==> config.mk <==
export PLATFORM = sky130hd
export DESIGN_NAME = game_ctrl
export DESIGN_NICKNAME = d
export VERILOG_FILES = /design/src/rtl/game_ctrl.sv
export SDC_FILE = /design/constraint.sdc
export NUM_CORES = 1
export LEC_CHECK = 0
export CORE_MARGIN = 2
export CORE_UTILIZATION = 40
export DETAILED_ROUTE_END_ITERATION = 10
export GPL_TIMING_DRIVEN = 0
export PLACE_DENSITY_LB_ADDON = 0.2
export SLEW_MARGIN = 20
export SYNTH_ARGS = -nofsm -noshare
export SYNTH_HDL_FRONTEND = slang
export SYNTH_SLANG_ARGS = --single-unit
export TNS_END_PERCENT = 30
==> constraint.sdc <==
create_clock -name clk -period 6.5 [get_ports clk]
set_clock_uncertainty 0.15 [all_clocks]
set_input_delay 1.625 -clock clk [delete_from_list [all_inputs] [get_ports clk]]
set_output_delay 1.625 -clock clk [all_outputs]
set_load 0.05 [all_outputs]
==> src/rtl/game_ctrl.sv <==
// game_ctrl: top-level sequencer for the bird-flying game.
// Owns bird vertical physics, three scrolling tubes with respawn gaps, and the score.
// Optional build macro RANDOM_GAP_EN: when defined, respawn gaps come from a 16-bit
// Galois LFSR; otherwise they cycle through a fixed three-entry table.
module game_ctrl #(
  parameter int unsigned GROUND_Y     = 440,
  parameter int unsigned TUBE_SPACING = 240,
  parameter int unsigned SCROLL       = 2,
  parameter int unsigned BIRD_X       = 160,
  parameter int unsigned FLAP_V       = 8,
  parameter int unsigned GAP_MIN      = 120
) (
  input  logic       clk,
  input  logic       clr,
  input  logic       frame_tick,
  input  logic       flap,
  input  logic       over,
  output logic       coll_clr,
  output logic [9:0] tube1_x,
  output logic [9:0] tube2_x,
  output logic [9:0] tube3_x,
  output logic [9:0] tube1_y,
  output logic [9:0] tube2_y,
  output logic [9:0] tube3_y,
  output logic [9:0] bird_y,
  output logic [1:0] state,
  output logic [7:0] score
);

  typedef enum logic [1:0] {
    StIdle  = 2'b00,
    StPlay  = 2'b01,
    StDying = 2'b10,
    StOver  = 2'b11
  } state_e;

  localparam logic [9:0]        GroundY = 10'(GROUND_Y);
  localparam logic [9:0]        Scroll  = 10'(SCROLL);
  localparam logic [9:0]        WrapAdd = 10'(3 * TUBE_SPACING - SCROLL);
  localparam logic [9:0]        BirdX   = 10'(BIRD_X);
  localparam logic [9:0]        HomeY   = 10'd240;
  localparam logic [9:0]        GapMin  = 10'(GAP_MIN);
  localparam logic signed [5:0] FlapVel = -$signed(6'(FLAP_V));
  localparam logic signed [5:0] VelMax  = 6'sd15;

  function automatic logic [9:0] tube_home_x(input int i);
    return 10'(320 + i * TUBE_SPACING);
  endfunction

  state_e            st_q, st_d;
  logic              flap_q;
  logic              rise;
  logic              coll_clr_q;
  logic [9:0]        bird_q, bird_d;
  logic signed [5:0] vel_q, vel_d;
  logic [9:0]        tube_x_q [3];
  logic [9:0]        tube_x_d [3];
  logic [9:0]        tube_y_q [3];
  logic [9:0]        tube_y_d [3];
  logic [7:0]        score_q, score_d;

  // Physics helpers shared by PLAY and DYING
  logic signed [5:0]  v_eff, v_inc, vel_upd;
  logic signed [10:0] bird_sum;
  logic [9:0]         bird_upd;

  // Tube scroll helpers
  logic [2:0] wrap;
  logic [9:0] gap [3];
  logic [9:0] scroll_x [3];
  logic [7:0] score_upd;

  assign rise = flap & ~flap_q;

`ifdef RANDOM_GAP_EN
  logic [15:0] lfsr_q, lfsr_d;

  // Galois LFSR, taps 16,14,13,11; free-running in every state
  always_comb begin
    lfsr_d = {1'b0, lfsr_q[15:1]} ^ (lfsr_q[0] ? 16'hB400 : 16'h0000);
    for (int i = 0; i < 3; i++) begin
      gap[i] = GapMin + 10'(lfsr_q[6:0]);
    end
  end

  // LFSR state register
  always_ff @(posedge clk or negedge clr) begin
    if (!clr) lfsr_q <= 16'hACE1;
    else      lfsr_q <= lfsr_d;
  end
`else
  logic [1:0] gap_idx_q, gap_idx_d, gap_idx_adv;

  // Fixed gaps never go below the configured floor
  function automatic logic [9:0] table_gap(input logic [1:0] idx);
    logic [9:0] g;
    case (idx)
      2'd1:    g = 10'd150;
      2'd2:    g = 10'd330;
      default: g = 10'd240;
    endcase
    return (g < GapMin) ? GapMin : g;
  endfunction

  // Simultaneous wraps take consecutive table entries, tube1 first
  always_comb begin
    gap_idx_adv = gap_idx_q;
    for (int i = 0; i < 3; i++) begin
      gap[i] = table_gap(gap_idx_adv);
      if (wrap[i]) gap_idx_adv = (gap_idx_adv == 2'd2) ? 2'd0 : gap_idx_adv + 2'd1;
    end
  end

  // Gap table index register
  always_ff @(posedge clk or negedge clr) begin
    if (!clr) gap_idx_q <= 2'd0;
    else      gap_idx_q <= gap_idx_d;
  end
`endif

  // Bird step: flap overrides velocity; clamp to ceiling (stop) and ground
  always_comb begin
    v_eff    = (st_q == StPlay && rise) ? FlapVel : vel_q;
    v_inc    = (st_q == StPlay && rise) ? FlapVel :
               ((vel_q >= VelMax) ? VelMax : vel_q + 6'sd1);
    bird_sum = $signed({1'b0, bird_q}) + $signed({{5{v_eff[5]}}, v_eff});
    bird_upd = bird_sum[9:0];
    vel_upd  = v_inc;
    if (bird_sum[10]) begin
      bird_upd = 10'd0;
      vel_upd  = 6'sd0;
    end else if (bird_sum[9:0] >= GroundY) begin
      bird_upd = GroundY;
    end
  end

  // Tube scroll with wrap, and score for tubes crossing the bird column
  always_comb begin
    score_upd = score_q;
    for (int i = 0; i < 3; i++) begin
      wrap[i]     = tube_x_q[i] < Scroll;
      scroll_x[i] = wrap[i] ? tube_x_q[i] + WrapAdd : tube_x_q[i] - Scroll;
      if (tube_x_q[i] > BirdX && scroll_x[i] <= BirdX && score_upd != 8'hFF) begin
        score_upd = score_upd + 8'd1;
      end
    end
  end

  // Next-state and datapath selection
  always_comb begin
    st_d     = st_q;
    bird_d   = bird_q;
    vel_d    = vel_q;
    tube_x_d = tube_x_q;
    tube_y_d = tube_y_q;
    score_d  = score_q;
`ifndef RANDOM_GAP_EN
    gap_idx_d = gap_idx_q;
`endif
    unique case (st_q)
      StIdle: begin
        if (rise) begin
          st_d    = StPlay;
          score_d = 8'd0;
          vel_d   = FlapVel;
        end
      end
      StPlay: begin
        // Collision wins over a same-cycle frame tick: no update that frame
        if (over || bird_q == GroundY) begin
          st_d = StDying;
        end else if (frame_tick) begin
          bird_d  = bird_upd;
          vel_d   = vel_upd;
          score_d = score_upd;
          for (int i = 0; i < 3; i++) begin
            tube_x_d[i] = scroll_x[i];
            if (wrap[i]) tube_y_d[i] = gap[i];
          end
`ifndef RANDOM_GAP_EN
          gap_idx_d = gap_idx_adv;
`endif
        end
      end
      StDying: begin
        if (bird_q == GroundY) begin
          st_d = StOver;
        end else if (frame_tick) begin
          bird_d = bird_upd;
          vel_d  = vel_upd;
        end
      end
      StOver: begin
        if (rise) begin
          st_d   = StIdle;
          bird_d = HomeY;
          vel_d  = 6'sd0;
          for (int i = 0; i < 3; i++) begin
            tube_x_d[i] = tube_home_x(i);
            tube_y_d[i] = HomeY;
          end
        end
      end
    endcase
  end

  // State registers; clr wipes everything at once
  always_ff @(posedge clk or negedge clr) begin
    if (!clr) begin
      st_q       <= StIdle;
      flap_q     <= 1'b0;
      coll_clr_q <= 1'b1;
      bird_q     <= HomeY;
      vel_q      <= 6'sd0;
      score_q    <= 8'd0;
      for (int i = 0; i < 3; i++) begin
        tube_x_q[i] <= tube_home_x(i);
        tube_y_q[i] <= HomeY;
      end
    end else begin
      st_q       <= st_d;
      flap_q     <= flap;
      coll_clr_q <= (st_d == StIdle);
      bird_q     <= bird_d;
      vel_q      <= vel_d;
      score_q    <= score_d;
      tube_x_q   <= tube_x_d;
      tube_y_q   <= tube_y_d;
    end
  end

  assign coll_clr = coll_clr_q;
  assign state    = st_q;
  assign bird_y   = bird_q;
  assign score    = score_q;
  assign tube1_x  = tube_x_q[0];
  assign tube2_x  = tube_x_q[1];
  assign tube3_x  = tube_x_q[2];
  assign tube1_y  = tube_y_q[0];
  assign tube2_y  = tube_y_q[1];
  assign tube3_y  = tube_y_q[2];

endmodule
==> flow_summary.yaml, run 1 <==
cells_and_area:
  area_growth_pct: 21.66
  nets: 868
  seqCellArea_um2: 1904
  final_util_pct: 49.45
  antenna_cells: 0
  fillers: 1464
  layout-drive-gt1-share_pct: 13.16
  final_common_cell: "clkdlybuf4s50_1"
  layout_common_cells: "75 x clkdlybuf4s50_1, 74 x nor2_1, 67 x nand2_1"
  multi_input_area_um2: 3769
route:
  detail_route.wl_per_cell_um: 17.03
  via_per_inst: 5.884
  drtPass1Iterations: 6
  drt_wl_total_um: 17310
  vias: 5978
  initialDrtViolationCount: 472
  drcViolationCount: 0
  postRouteAntennaNets: 0
synthesis:
  synth.distinct_cells: 94
  synth-edff-count: 0
  ys_seq_area_share_pct: 31.05
  yosys_register_bits: 75
  synth_cells: 727
  syn-cell-area_um2: 6133
  synth-main-ff-cell: "dfrtp_1"
  synthArstFlopShare_pct: 100.0
  syn-mean-instance-area_um2: 8.437
  yosys_warnings: 0
sta:
  rsz0062_at_grt: "false"
  worst_pin_slew_ps: 754.4
  setup_violations: 0
  fmax_ghz: 0.1678
  worst_slack_ps: 539.6
  setup_tns_ps: 0
  timing_hold_violations_final: 0
  fin_crit_sh_pct: 91.70
  finalMaxSlewViolations: 0
  slew_headroom_pct: 49.32
  post-route-min-period_ps: 5960
worst_setup_path:
  cp_max_fo: 10
  worstSetupPathType: "input pin to flip-flop"
  required_ps: 6620
  worst_setup_path_start_kind: "input pin"
  cp.arrival_ps: 6080
  end_kind: "flip-flop"
global_route:
  grt_max_degree: 43
  grt_pass1_vias: 5678
  grt_pass1_wl_um: 28340
  grt_use_total_pct: 21.46
  antenna_found_initial: 0
  gr-total-overflow: 0
clock_network:
  numCtsBuffers: 9
  htree_levels: 3
  cts_tree: "done"
  post_cts_buffers: 0
  clk_latency_ps: 350
  clock_sinks: 75
  cts_buffer_depth: 2
  cts-root-buf: "clkbuf_16"
  path_clk_slew_ps: 60
power_and_ir_drop:
  vdd_drop_max_uv: 264.6
  powerDensity_nw_per_um2: 481.0
  totalPowerFinal_uw: 3589
  leakagePower_uw: 0.003071
min_path:
  worstHoldPathType: "flip-flop to flip-flop"
floorplanning:
  rows: 45
  die_height_um: 127.8
  core_um2: 15090
  die_w_um: 127.8
  start_util_pct: 40.65
  dieArea_um2: 16340
  io_pins: 86
run:
  drv_cap: 0
outcome:
  status: "finished clean"
placement:
  dpl.hpwl_um: 12930
  place.port_buffers: 76
  pre_cts_ws_ps: 92.97
  place.gp.congestion: 0.9173
==> critical path, stage by stage <==
cell and delay, ps:
clkdlybuf4s50_1 510, nor2b_1 430, nand2_1 310, and2_1 250
ha_1 200, fa_1 410, a21o_1 200, a21oi_1 220
o21bai_1 100, a21oi_1 260, o21bai_1 100, a21oi_1 240
o21bai_1 90, a21oi_1 300, xor2_1 210, clkbuf_2 260
nand3_1 140, o21ai_0 220
==> final timing paths <==
check	slack [ps]	cells after the start	end	start
worst max-delay path	540	18	bird_y[4]$_DFFE_PN1P_	flap
max in group asynchronous	4470	2	tube1_x[8]$_DFFE_PN1P_	clr
worst min-delay path	350	1	tube2_y[1]$_DFFE_PN0P_	tube2_y[1]$_DFFE_PN0P_
worst max register to register	900	20	score[7]$_DFFE_PN0P_	tube1_x[1]$_DFFE_PN0P_
min in group asynchronous	1080	1	bird_y[0]$_DFFE_PN0P_	clr
worst min register to register	350	1	tube2_y[1]$_DFFE_PN0P_	tube2_y[1]$_DFFE_PN0P_
==> flip-flops by register name, indices dropped and copies added, names as in the netlist <==
name       flops
tube1_y        6
state          2
vel_q          6
score          8
tube1_x        9
tube3_x        9
tube3_y        6
gap_idx_q      2
bird_y        10
coll_clr       1
tube2_y        6
flap_q         1
tube2_x        9
==> logic make-up after synthesis <==
kind of cell	synth area share (%)
compound gates	25.11
xor+xnor	2.713
buf+inv	8.099
other cells	0.06114
fa+ha+maj	8.282
simple gates	22.77
flops	31.05
mux	1.918
==> area by class of cell <==
type	count	share of cell area [%]
Sequential cell	75	25.52
Clock buffer	11	3.119
Clock inverter	5	0.5030
Inverter	43	2.163
Timing Repair Buffer	77	10.53
Tap cell	188	3.152
Multi-Input combinational cell	569	50.50
Buffer	48	4.510
==> metrics by stage <==
stage	cells	instance area (um^2)	hold slack, ps
finish	1016	7462	350.4
global route	1016	7462	370.1
CTS	1016	7455	350.5
detailed placement	1000	7184	336.3
global placement	999	7159	341.5
floorplan	735	6163	346.1
==> repair_timing <==
| action | in CTS | in global routing |
|---|---|---|
| setup endpoints to repair | 0 | 1 |
| resized for setup | 0 | 2 |
| hold buffers | 0 | 0 |
==> per-layer routing <==
metal	track usage (%)	vias to the layer above	wire, um
met5	0	-	0
met4	9.114	0	479
met3	2.588	43	733
met2	34.22	185	7883
met1	29.48	2923	8211
li1	-	2827	-
==> synth_stat cells (13+ instances only) <==
cell type	number	area share, %
buf_4	17	2.1
inv_1	42	2.6
dfrtp_1	53	22
o31ai_1	13	1.6
a21oi_1	45	3.7
nor2_1	74	4.5
nand3_1	24	2.0
nand2_1	67	4.1
clkbuf_1	21	1.3
nand4_1	17	1.7
ha_1	39	8.0
dfstp_2	22	9.4
o21ai_0	62	5.1
==> power by group <==
part	total (uW)	switching [uW]	internal, uW
logic	2250	1450	805
clock network	482	220	261
registers	856	199	658
total	3590	1870	1720
No activity file was read; power rests on OpenSTA's default activity.
==> run 2: changes to the inputs <==
- CTS_CLUSTER_DIAMETER: not set -> 120
==> results of run 2 <==
Final layout, timing and power as in run 1 (identical DEF).
==> run 3: changes to the inputs <==
- CORE_UTILIZATION: 40 -> 56
==> flow_summary.yaml, run 3 (synthesis gave the netlist of run 1 again) <==
cells_and_area:
  layout.cells.non_filler: 968
  final_common_cell: "clkdlybuf4s50_1"
  layout-drive-gt1-share_pct: 13.04
  nets: 868
  area_growth_pct: 19.73
  seqCellArea_um2: 1904
  multi_input_area_um2: 3762
  layout_common_cells: "75 x clkdlybuf4s50_1, 74 x nor2_1, 67 x nand2_1"
  largest_reg_flops: 10
  antenna_cells: 0
  fillers: 882
clock_network:
  numCtsBuffers: 9
  cts_tree: "done"
  cts-root-buf: "clkbuf_8"
  cts_buffer_depth: 2
  clock_sinks: 75
  cts_hold_buffers: 0
  path_clk_slew_ps: 80
  cts_resized: 0
  clk_latency_ps: 370
  post_cts_buffers: 0
  htree_levels: 3
worst_setup_path:
  cp.arrival_ps: 6120
  crit_path_frequent_cell: "a21oi_1"
  crit_path_max_incr_delay_ps: 530
  r2r_end: "score[5]$_DFFE_PN0P_"
  reg2reg_depth: 20
  reg2reg_from: "tube1_x[1]$_DFFE_PN0P_"
  required_ps: 6640
  worstSetupPathType: "input pin to flip-flop"
  path_cells: "clkdlybuf4s50_1, nor2b_1, nand2_1, and2_1, ha_1, fa_1, a21o_1, a21oi_1, o21bai_1, a21oi_1, o21bai_1, a21oi_1, o21bai_1, a21oi_1, xor2_1, clkbuf_1, nand4_1, o21ai_0"
  end_kind: "flip-flop"
  r2r_slack_ps: 890
  cp_slowest_cell: "clkdlybuf4s50_1"
  cp_max_fo: 10
  worst_setup_path_start_kind: "input pin"
sta:
  post-route-min-period_ps: 5978
  fin_crit_sh_pct: 91.97
  worst_pin_slew_ps: 1098
  finalMaxSlewViolations: 0
  setup_violations: 0
  rsz0062_at_grt: "false"
  timing_hold_violations_final: 0
  slew_headroom_pct: 26.16
  setup_tns_ps: 0
  fmax_ghz: 0.1673
route:
  postRouteAntennaNets: 0
  drt_wl_total_um: 16180
  initialDrtViolationCount: 400
  drcViolationCount: 0
  drtPass1Iterations: 5
  via_per_inst: 6.168
  detail_route.wl_per_cell_um: 16.72
  vias: 5971
global_route:
  grt_pass1_wl_um: 26880
  grt_max_degree: 43
  grt_use_total_pct: 28.57
  grt_pass1_vias: 5673
  gr-total-overflow: 0
  antenna_found_initial: 0
power_and_ir_drop:
  p_int_uw: 1691
  leakagePower_uw: 0.003048
  swShare_pct: 52.02
  powerDensity_nw_per_um2: 480.1
  clock_power_share_pct: 11.9
  pwr-share-comb_pct: 64.0
  p_sw_uw: 1834
  vdd_drop_max_uv: 291.6
  seqPwrFrac_pct: 24.2
floorplanning:
  dieArea_um2: 11810
  start_util_pct: 57.08
  rows: 38
  core_um2: 10750
  die_height_um: 108.7
  die_w_um: 108.7
  io_pins: 86
min_path:
  hold_path_depth: 2
  min_to: "tube2_y[6]$_DFFE_PN1P_"
  hp-start: "tube2_y[6]$_DFFE_PN1P_"
  worstHoldPathType: "flip-flop to flip-flop"
run:
  drv_cap: 0
placement:
  place.gp.congestion: 0.9732
  dpl.hpwl_um: 12160
  place_inst: 952
  place.port_buffers: 76
outcome:
  status: "finished clean"
run 3: power groups by stage:
stage | Sequential (uW) | Clock [uW] | Combinational, uW
global route | 876 | 444 | 2450
CTS | 848 | 424 | 2240
floorplan | 1260 | 0 | 1200
global placement | 846 | 0 | 2150
finish | 852 | 419 | 2250
detailed placement | 857 | 0 | 2220
run 3: layer usage:
metal  global-route usage (%)  share of wire [%]
met4                    12.73                2.3
met1                    38.09                 43
met3                    3.825                7.1
met2                    46.43                 48
met5                        0                  0
run 3: per-stage QoR:
stage | worst slack, ps | total power, uW | hold slack [ps] | area, um^2 | util (%)
floorplan | 1497 | 2463 | 346.1 | 6163 | -
global placement | 250.0 | 3001 | 334.8 | 7099 | 66.07
detailed placement | 213.0 | 3079 | 341.0 | 7117 | 66.23
CTS | 582.2 | 3507 | 352.9 | 7343 | 68.34
global route | 113.6 | 3769 | 377.8 | 7343 | 68.34
finish | 522.3 | 3525 | 352.4 | 7343 | 68.34
run 3: how the worst max path moves through the flow:
stage,startpoint,to,cells past startpoint
floorplan,flap,bird_y[6]$_DFFE_PN1P_,17
global placement,flap,bird_y[3]$_DFFE_PN0P_,18
detailed placement,flap,vel_q[1]$_DFFE_PN0P_,18
CTS,flap,bird_y[3]$_DFFE_PN0P_,18
global route,flap,vel_q[1]$_DFFE_PN0P_,18
finish,flap,bird_y[3]$_DFFE_PN0P_,18
run 3: final cells by class:
class,instances,area share [%]
clock buffers,11,1.925
multi-input cells,569,51.24
well taps,140,2.385
inverters,43,2.198
plain buffers,48,4.566
clock inverters,5,1.159
flip-flops and latches,75,25.93
repair buffers,77,10.60
run 3: critical path: cells and delay by family:
kind | cells | cell delay (ps)
XOR/XNOR | 1 | 210
AO/OA/AOI/OAI | 9 | 1610
AND/OR/NAND/NOR | 4 | 1120
adder cells (fa/ha/maj) | 2 | 620
buffers and inverters | 2 | 920
